==> src/rtl/ram_burst_ctrl_pkg.sv <==
// Shared types and constants for the RAM burst controller.
//   state_t    : controller FSM states
//   FIFO_DEPTH : entries in the read-side skid FIFO
package ram_burst_ctrl_pkg;

  typedef enum logic [1:0] {
    IDLE  = 2'd0,
    WRITE = 2'd1,
    READ  = 2'd2,
    DONE  = 2'd3
  } state_t;

  localparam int FIFO_DEPTH = 2;

endpackage

==> src/rtl/ram_burst_ctrl_rd_skid_fifo.sv <==
// Two-entry read skid FIFO with a registered head word.
//   clk, rst_n : clock, async active-low reset
//   push, din  : write a word (legal with pop when count is 1 or 2)
//   pop        : discard the head word (only when count != 0)
//   count      : number of stored words, 0..2
//   head       : oldest stored word; holds while not popped
module rd_skid_fifo #(
  parameter int WIDTH = 8
) (
  input  logic             clk,
  input  logic             rst_n,
  input  logic             push,
  input  logic [WIDTH-1:0] din,
  input  logic             pop,
  output logic [1:0]       count,
  output logic [WIDTH-1:0] head
);

  logic [WIDTH-1:0] tail;

  always_ff @(posedge clk or negedge rst_n) begin
    if (!rst_n) begin
      count <= 2'd0;
      head  <= '0;
      tail  <= '0;
    end else begin
      case ({push, pop})
        2'b10: begin
          if (count == 2'd0) head <= din;
          else               tail <= din;
          count <= count + 2'd1;
        end
        2'b01: begin
          head  <= tail;
          count <= count - 2'd1;
        end
        2'b11: begin
          // count stays the same; the new word lands behind whatever remains
          if (count == 2'd1) begin
            head <= din;
          end else begin
            head <= tail;
            tail <= din;
          end
        end
        default: ;
      endcase
    end
  end

endmodule

==> src/rtl/ram_burst_ctrl.sv <==
// Initiator-side burst controller for a single-port synchronous RAM.
//   cmd_*      : host burst command (valid/ready), write flag, start address, length
//   wr_*       : write data stream into the RAM (valid/ready)
//   rd_*       : read data stream out of the RAM (valid/ready)
//   busy, done : activity flag and one-cycle completion pulse
//   ram_*      : RAM port (write enable, address, write data, registered read data)
module ram_burst_ctrl
  import ram_burst_ctrl_pkg::*;
#(
  parameter  int DEPTH = 8,
  parameter  int WIDTH = 8,
  localparam int AW    = $clog2(DEPTH)
) (
  input  logic             clk,
  input  logic             rst_n,
  input  logic             cmd_valid,
  output logic             cmd_ready,
  input  logic             cmd_write,
  input  logic [AW-1:0]    cmd_addr,
  input  logic [AW:0]      cmd_len,
  input  logic             wr_valid,
  output logic             wr_ready,
  input  logic [WIDTH-1:0] wr_data,
  output logic             rd_valid,
  input  logic             rd_ready,
  output logic [WIDTH-1:0] rd_data,
  output logic             busy,
  output logic             done,
  output logic             ram_w_en,
  output logic [AW-1:0]    ram_addr,
  output logic [WIDTH-1:0] ram_wdata,
  input  logic [WIDTH-1:0] ram_rdata
);

  state_t        state, state_nx;
  logic [AW-1:0] cur_addr, addr_inc, ram_addr_q;
  logic [AW:0]   remaining;
  logic          inflight;
  logic [1:0]    fifo_count;
  logic          pop, beat, issue;
  logic [2:0]    occupancy;

  // explicit wrap so non-power-of-two depths work
  assign addr_inc = (cur_addr == AW'(DEPTH - 1)) ? '0 : cur_addr + 1'b1;

  assign pop  = rd_valid && rd_ready;
  assign beat = (state == WRITE) && wr_valid;

  // words that will be buffered once this cycle's pop and the RAM word in flight settle
  assign occupancy = {1'b0, fifo_count} - {2'b00, pop} + {2'b00, inflight};
  assign issue     = (state == READ) && (remaining != '0) && (occupancy < 3'(FIFO_DEPTH));

  assign rd_valid = (fifo_count != 2'd0);

  rd_skid_fifo #(.WIDTH(WIDTH)) u_rd_fifo (
    .clk   (clk),
    .rst_n (rst_n),
    .push  (inflight),
    .din   (ram_rdata),
    .pop   (pop),
    .count (fifo_count),
    .head  (rd_data)
  );

  always_ff @(posedge clk or negedge rst_n) begin
    if (!rst_n) begin
      state      <= IDLE;
      cur_addr   <= '0;
      remaining  <= '0;
      inflight   <= 1'b0;
      ram_addr_q <= '0;
    end else begin
      state    <= state_nx;
      inflight <= issue;
      if (state == IDLE && cmd_valid) begin
        cur_addr  <= cmd_addr;
        remaining <= cmd_len;
      end else if (beat || issue) begin
        cur_addr  <= addr_inc;
        remaining <= remaining - 1'b1;
      end
      if (state == WRITE || state == READ) ram_addr_q <= cur_addr;
    end
  end

  always_comb begin
    state_nx  = state;
    cmd_ready = 1'b0;
    wr_ready  = 1'b0;
    busy      = 1'b1;
    done      = 1'b0;
    ram_w_en  = 1'b0;
    ram_addr  = ram_addr_q;
    ram_wdata = '0;
    case (state)
      IDLE: begin
        busy      = 1'b0;
        cmd_ready = 1'b1;
        if (cmd_valid) begin
          if (cmd_len == '0) state_nx = DONE;
          else               state_nx = cmd_write ? WRITE : READ;
        end
      end
      WRITE: begin
        wr_ready  = 1'b1;
        ram_w_en  = wr_valid;
        ram_addr  = cur_addr;
        ram_wdata = wr_data;
        if (wr_valid && remaining == (AW+1)'(1)) state_nx = DONE;
      end
      READ: begin
        ram_addr = cur_addr;
        if (remaining == '0 && !inflight && (occupancy == 3'd0)) state_nx = DONE;
      end
      DONE: begin
        done     = 1'b1;
        state_nx = IDLE;
      end
      default: state_nx = IDLE;
    endcase
  end

endmodule
==> config.mk <==
export PLATFORM = sky130hd
export DESIGN_NAME = ram_burst_ctrl
export DESIGN_NICKNAME = d
export VERILOG_FILES = /design/src/rtl/ram_burst_ctrl_pkg.sv /design/src/rtl/ram_burst_ctrl_rd_skid_fifo.sv /design/src/rtl/ram_burst_ctrl.sv
export SDC_FILE = /design/constraint.sdc
export NUM_CORES = 1
export LEC_CHECK = 0
export ABC_AREA = 1
export CELL_PAD_IN_SITES_DETAIL_PLACEMENT = 1
export CELL_PAD_IN_SITES_GLOBAL_PLACEMENT = 2
export CORE_MARGIN = 2
export CORE_UTILIZATION = 35
export CTS_CLUSTER_DIAMETER = 30
export DETAILED_ROUTE_END_ITERATION = 8
export DONT_BUFFER_PORTS = 1
export PLACE_DENSITY_LB_ADDON = 0.1
export SLEW_MARGIN = 15
export SYNTH_ARGS = -nofsm -noshare
export SYNTH_HDL_FRONTEND = slang
export SYNTH_SLANG_ARGS = --single-unit
==> constraint.sdc <==
create_clock -name clk -period 3.03 [get_ports clk]
set_clock_uncertainty 0.15 [all_clocks]
set_input_delay 0.4545 -clock clk [delete_from_list [all_inputs] [get_ports clk]]
set_output_delay 0.4545 -clock clk [all_outputs]
set_load 0.03 [all_outputs]
==> summary.txt, run 1 <==
Place
  – PortBufs: 0
  – HPWL Detailed: 3288 µm
  – GP Congestion: 0.7793
  – Post-Place Setup Slack: 0.2378 ns
  – DP Area: 1894 µm²
  – Placed Cells: 287

Timing
  – RSZ-0062 raised after global routing: no
  – Slew @ Worst Pin: 0.4680 ns
  – Setup_tns: 0 ns
  – Fmax: 366.3 MHz
  – Worst Slack Setup Final: 0.3003 ns
  – Normalized max-slew margin: 0.6872
  – Max-slew violations: 0
  – Fin crit period: 2.730 ns
  – Final Hold Fails: 0
  – Finish-stage setup viols: 0
  – Final Cycle Share: 0.9009

Detailed routing
  – ANT nets after route: 0
  – Starting DRC count in detailed routing: 62
  – Drt via density: 4.852
  – Pre-antenna DRT Iters: 4
  – Vias: 1,441
  – Drc violations: 0
  – Wire length per cell: 14.38 µm
  – Final wirelength: 4271 µm

Power
  – Peak supply drop: 0.4063 mV
  – Pwr dens: 1271 nW/µm²
  – Static Leak: 1.081 nW

Setup path
  – Worst path bufs/invs: 3
  – CP top delay family: adder cells
  – CP max stage delay: 0.47 ns
  – CP max-delay cell: fa_1
  – Worst-path fanout max: 9
  – Most used cell, CP: nand2_1
  – CP required: 3.10 ns
  – CP Data Arrival Time: 2.80 ns
  – CP Launch Type: register
  – Crit end category: register
  – Worst-path cell chain: inv_1, ha_1, inv_4, nand2_4, xor2_1, ha_1, inv_1, fa_1, nand2_1, nor2_1, nand2_2, nand3_2, nand2_1, nand2_1
  – CP Class: reg2reg

Clock tree
  – Worst skew pair latency: 0.28 ns
  – Reg clk slew, reported paths: 0.07 ns
  – TritonCTS clock tree: built
  – H-tree depth: 2
  – Post-CTS Setup Inserts: 0
  – Cts bufs inserted: 5
  – Longest Clk Path Bufs: 2
  – Root buffer cell: clkbuf_8
  – Clock sink count: 31

Global routing
  – GRT overflow: 0
  – Initial antenna violation count: 0
  – Number of global-route vias before repair: 1,544
  – All-Layer GR Usage: 0.1627
  – First-pass GRT wire length: 7610 µm
  – Largest net degree at the start of global routing: 32

Logic synthesis
  – #FFs+latches synth: 31
  – Sequential fraction of the synthesis area: 0.4261
  – Yosys warns: 0
  – Synth unique cells: 22
  – Post-Syn Area: 1820 µm²
  – Gate count of the mapped netlist: 219
  – Synth Net Count: 261
  – Mapped Avg Cell Area: 8.313 µm²

Floorplan
  – Full die area: 5794 µm²
  – Starting Density: 0.3587
  – Die height: 76.12 µm
  – Core area: 5075 µm²
  – IO Pins: 54
  – Chip width: 76.12 µm
  – Row Count: 26

Worst hold path
  – Worst hold path type: in2reg

Final layout
  – Layout area overhead: 12.30%
  – Fillers: 616
  – Multi-input gate area: 918.4 µm²
  – Ant. Diodes: 0
  – FF/Latch Area: 775.7 µm²
  – Layout cells sized above 1: 0.1410
  – Fin area: 2044 µm²
  – Final non-filler cell total: 297
  – Nets@finish: 268

Flow run
  – Max cap viols: 0

Outcome
  – Status: finished clean
[metal layers]
layer,track usage,share of wire,up-vias
met2,0.2670,0.50,26
met4,0.04909,0.0044,0
li1,-,-,719
met3,0.04858,0.038,2
met1,0.2080,0.46,694
met5,0,0,-
[through the flow]
stage	hold slack [ns]	utilization	total power, mW
floorplan	0.008909	-	1.932
global placement	0.009964	0.3733	2.135
detailed placement	0.009718	0.3733	2.184
CTS	0.1556	0.4024	2.639
global route	0.1441	0.4029	2.853
finish	0.1663	0.4029	2.599
[state kept, by name (all words and copies together), names as in the netlist]
| signal | flops |
|---|---|
| u_rd_fifo.head | 8 |
| u_rd_fifo.tail | 8 |
| remaining | 4 |
| cur_addr | 3 |
| ram_addr_q | 3 |
| state | 2 |
| u_rd_fifo.count | 2 |
| inflight | 1 |
[cells in the mapped netlist]
master,n,area share
nand2_1,70,0.14
dfrtp_1,31,0.43
inv_1,24,0.049
nor2_1,18,0.037
nand3_1,13,0.036
ha_1,12,0.082
mux2_2,12,0.074
a31oi_1,8,0.027
nand4_1,8,0.027
inv_2,4,0.0082
o21ai_0,4,0.011
buf_2,2,0.0055
nand2_2,2,0.0069
nand3_2,2,0.011
xor2_1,2,0.0096
a21boi_1,1,0.0041
a21oi_1,1,0.0027
buf_6,1,0.0062
fa_1,1,0.011
nand2_4,1,0.0062
o21ai_4,1,0.0089
o31ai_1,1,0.0041
[worst paths after layout]
path / startpoint / end / slack [ns] / cells past startpoint
setup / recovery: u_rd_fifo.count[0] / remaining[3] / 0.30 / 14
hold / removal: ram_rdata[6] / u_rd_fifo.head[6] / 0.17 / 2
setup reg to reg: u_rd_fifo.count[0] / remaining[3] / 0.30 / 14
hold reg to reg: u_rd_fifo.tail[7] / u_rd_fifo.tail[7] / 0.36 / 1
max in group asynchronous: rst_n / ram_addr_q[0] / 2.09 / 2
min in group asynchronous: rst_n / u_rd_fifo.count[0] / 0.46 / 2
[worst reg2reg max path, stage by stage (launching register included)]
cell and delay [ns]:
dfrtp_1 0.41, inv_1 0.09, ha_1 0.23, inv_4 0.15
nand2_4 0.10, xor2_1 0.15, ha_1 0.16, inv_1 0.05
fa_1 0.47, nand2_1 0.05, nor2_1 0.15, nand2_2 0.17
nand3_2 0.16, nand2_1 0.09, nand2_1 0.07
[placed cells by master (no fill, tap or decap)]
cell           count
dfrtp_1           31
clkinv_2           1
ha_1              12
nand2_4            1
inv_4              1
fa_1               1
inv_1             24
clkbuf_8           6
bufinv_16          1
nand2_2            2
nand3_2            2
o21ai_4            1
mux2_2            12
xor2_1             2
nand3_1           13
a31oi_1            8
buf_4              1
nand4_1            8
buf_12             1
o31ai_1            1
a21oi_1            1
nand2_1           70
nor2_1            18
o21ai_0            4
dlygate4sd3_1      1
inv_2              3
a21boi_1           1
[area by class of cell]
cell class / instances / area share
flip-flops and latches: 31 / 0.3794
clock inverters: 2 / 0.01714
multi-input cells: 157 / 0.4492
clock buffers: 6 / 0.04039
inverters: 28 / 0.05263
well taps: 70 / 0.04284
repair buffers: 3 / 0.01836
[kinds of logic after synthesis]
family / Yosys count / synth area share
AND/OR/NAND/NOR: 114 / 0.2687
buffers and inverters: 31 / 0.06942
flip-flops: 31 / 0.4261
AO/OA/AOI/OAI: 16 / 0.05842
adder cells (fa/ha/maj): 13 / 0.09347
multiplexers: 12 / 0.07423
XOR/XNOR: 2 / 0.009624
[power by group]
part,switching [mW],internal [mW]
Combinational,0.850,0.436
Sequential,0.260,0.623
Clock,0.164,0.266
Total,1.27,1.33
[timing repair]
item | in CTS | in global routing
hold buffers | 2 | 0
gates resized for setup | 0 | 1
endpoints found under the setup margin | 0 | 1
hold endpoints to repair | 31 | 0
Note: power is estimated with default switching activity, not from simulation.
==> inputs of run 2 (changes only) <==
CORE_ASPECT_RATIO = 1.5   (was not set)
==> run 2 against run 1 <==
Compared with the run above:
- count of clock-buffer cells in the layout unchanged
- first-iteration DRC count decreased by 44%
- power up 0.37%
- setup slack lost 0.027 ns
- register-to-register slack worse by 0.03 ns
- via count increased by 2.2%
- final area increased by 0.61%
- critical endpoint is now remaining[1]
- largest cell class unchanged
- largest power group unchanged
==> summary.txt, run 2 (same netlist as run 1, synthesis figures left out) <==
Outcome
  – Status: finished clean

Global routing
  – First-pass GRT wire length: 7389 µm
  – Largest net degree at the start of global routing: 32
  – GRT overflow: 0
  – Number of global-route vias before repair: 1,601
  – Initial antenna violation count: 0
  – All-Layer GR Usage: 0.1635

Timing
  – Normalized max-slew margin: 0.6945
  – Final Cycle Share: 0.9099
  – Fmax: 362.7 MHz
  – Final Hold Fails: 0
  – Fin crit period: 2.757 ns
  – Finish-stage setup viols: 0
  – Slew @ Worst Pin: 0.4571 ns
  – Max-slew violations: 0
  – RSZ-0062 raised after global routing: no
  – Setup_tns: 0 ns

Worst hold path
  – Hold Startpoint: ram_rdata[4]
  – Worst hold path type: in2reg

Power
  – Psw: 1.268 mW
  – Seq pwr share: 0.337
  – Pwr dens: 1268 nW/µm²
  – Internal: 1.340 mW
  – Switching part of the total power: 0.4862
  – Peak supply drop: 0.3785 mV
  – Static Leak: 1.090 nW
  – Gate power share: 0.499
  – Part of the power in the clock network: 0.164

Detailed routing
  – Drt via density: 4.956
  – Pre-antenna DRT Iters: 3
  – ANT nets after route: 0
  – Vias: 1,472
  – Drc violations: 0
  – Wire length per cell: 14.38 µm
  – Starting DRC count in detailed routing: 35
  – Final wirelength: 4271 µm

Setup path
  – Reg2reg start: u_rd_fifo.count[0]
  – CP Data Arrival Time: 2.78 ns
  – Crit end category: register
  – CP required: 3.05 ns
  – CP Launch Type: register
  – R2r setup slk: 0.27 ns
  – CP Class: reg2reg
  – Worst-path fanout max: 8
  – Worst setup startpoint: u_rd_fifo.count[0]

Final layout
  – Final non-filler cell total: 297
  – Layout area overhead: 12.99%
  – Fillers: 642
  – Ant. Diodes: 0
  – Nets@finish: 270
  – Most frequent cells in the layout: nand2_1, dfrtp_1, inv_1
  – Most common cell after layout, fill and taps aside: nand2_1
  – Layout cells sized above 1: 0.1485
  – Regs by FF count: u_rd_fifo.head x8, u_rd_fifo.tail x8, remaining x4

Floorplan
  – Core area: 5085 µm²
  – Full die area: 5806 µm²
  – Die height: 92.33 µm
  – Row Count: 32
  – Chip width: 62.89 µm
  – IO Pins: 54
  – Starting Density: 0.3580

Clock tree
  – Longest Clk Path Bufs: 2
  – H-tree depth: 2
  – TritonCTS clock tree: built
  – Reg clk slew, reported paths: 0.07 ns
  – Clock sink count: 31
  – Root buffer cell: clkbuf_8
  – Worst skew pair latency: 0.28 ns
  – Cts bufs inserted: 5

Place
  – HPWL Detailed: 3299 µm
  – GP Congestion: 0.7657
  – PortBufs: 0
  – Placed Cells: 285

Flow run
  – Max cap viols: 0
-- run 2: power by group through the flow --
stage          Clock (mW)  Combinational, mW  Sequential [mW]
6_report            0.428               1.30            0.878
5_1_grt             0.465               1.50            0.909
4_1_cts             0.443               1.32            0.883
3_5_place_dp            0               1.30            0.890
3_3_place_gp            0               1.27            0.879
2_1_floorplan           0               1.09            0.847
-- run 2: cell type report --
type | count | area, µm² | share of cell area
repair buffers | 5 | 52.55 | 0.02555
multi-input cells | 157 | 918.4 | 0.4465
clock buffers | 6 | 82.58 | 0.04015
well taps | 68 | 85.08 | 0.04136
clock inverters | 2 | 35.03 | 0.01703
flip-flops and latches | 31 | 775.7 | 0.3771
inverters | 28 | 107.6 | 0.05231
-- run 2: timing repair --
item | 4_1_cts | 5_1_grt
endpoints found under the hold margin | 31 | 0
buffers inserted | 0 | 2
hold buffers | 2 | 0
setup endpoints to repair | 0 | 7
resized for setup | 0 | 1
-- run 2: metrics by stage --
| stage | hold WS, ns | util | setup WS (ns) | cell area [µm²] | total power [mW] |
|---|---|---|---|---|---|
| 2_1_floorplan | 0.008909 | - | 0.5348 | 1821 | 1.932 |
| 3_3_place_gp | 0.01019 | 0.3720 | 0.2998 | 1892 | 2.146 |
| 3_5_place_dp | 0.009620 | 0.3720 | 0.1924 | 1892 | 2.188 |
| 4_1_cts | 0.1527 | 0.4011 | 0.1667 | 2039 | 2.642 |
| 5_1_grt | 0.1457 | 0.4045 | 0.03140 | 2057 | 2.870 |
| 6_report | 0.1657 | 0.4045 | 0.2730 | 2057 | 2.608 |
-- run 2: worst max-delay path: stages (launching register included) --
cell and delay [ns]:
dfrtp_1 0.41, inv_1 0.10, ha_1 0.24, inv_4 0.15, nand2_4 0.10, xor2_1 0.15
ha_1 0.16, inv_1 0.05, fa_1 0.48, nand2_1 0.05, nor2_1 0.15, nand2_2 0.15
buf_4 0.18, nand4_1 0.06, nand2_1 0.06
-- run 2: layer usage --
metal,share of wire,track usage,vias to the layer above
li1,-,-,719
met1,0.38,0.1685,699
met2,0.54,0.3059,48
met3,0.060,0.04131,6
met4,0.018,0.07222,0
met5,0,0,-
-- run 2: final timing paths --
check | endpoint | depth (start not counted)
max | remaining[1] | 14
min reg2reg | u_rd_fifo.tail[5] | 1
max reg2reg | remaining[1] | 14
min in group asynchronous | u_rd_fifo.count[0] | 2
min | u_rd_fifo.head[4] | 2
max in group asynchronous | ram_addr_q[1] | 2
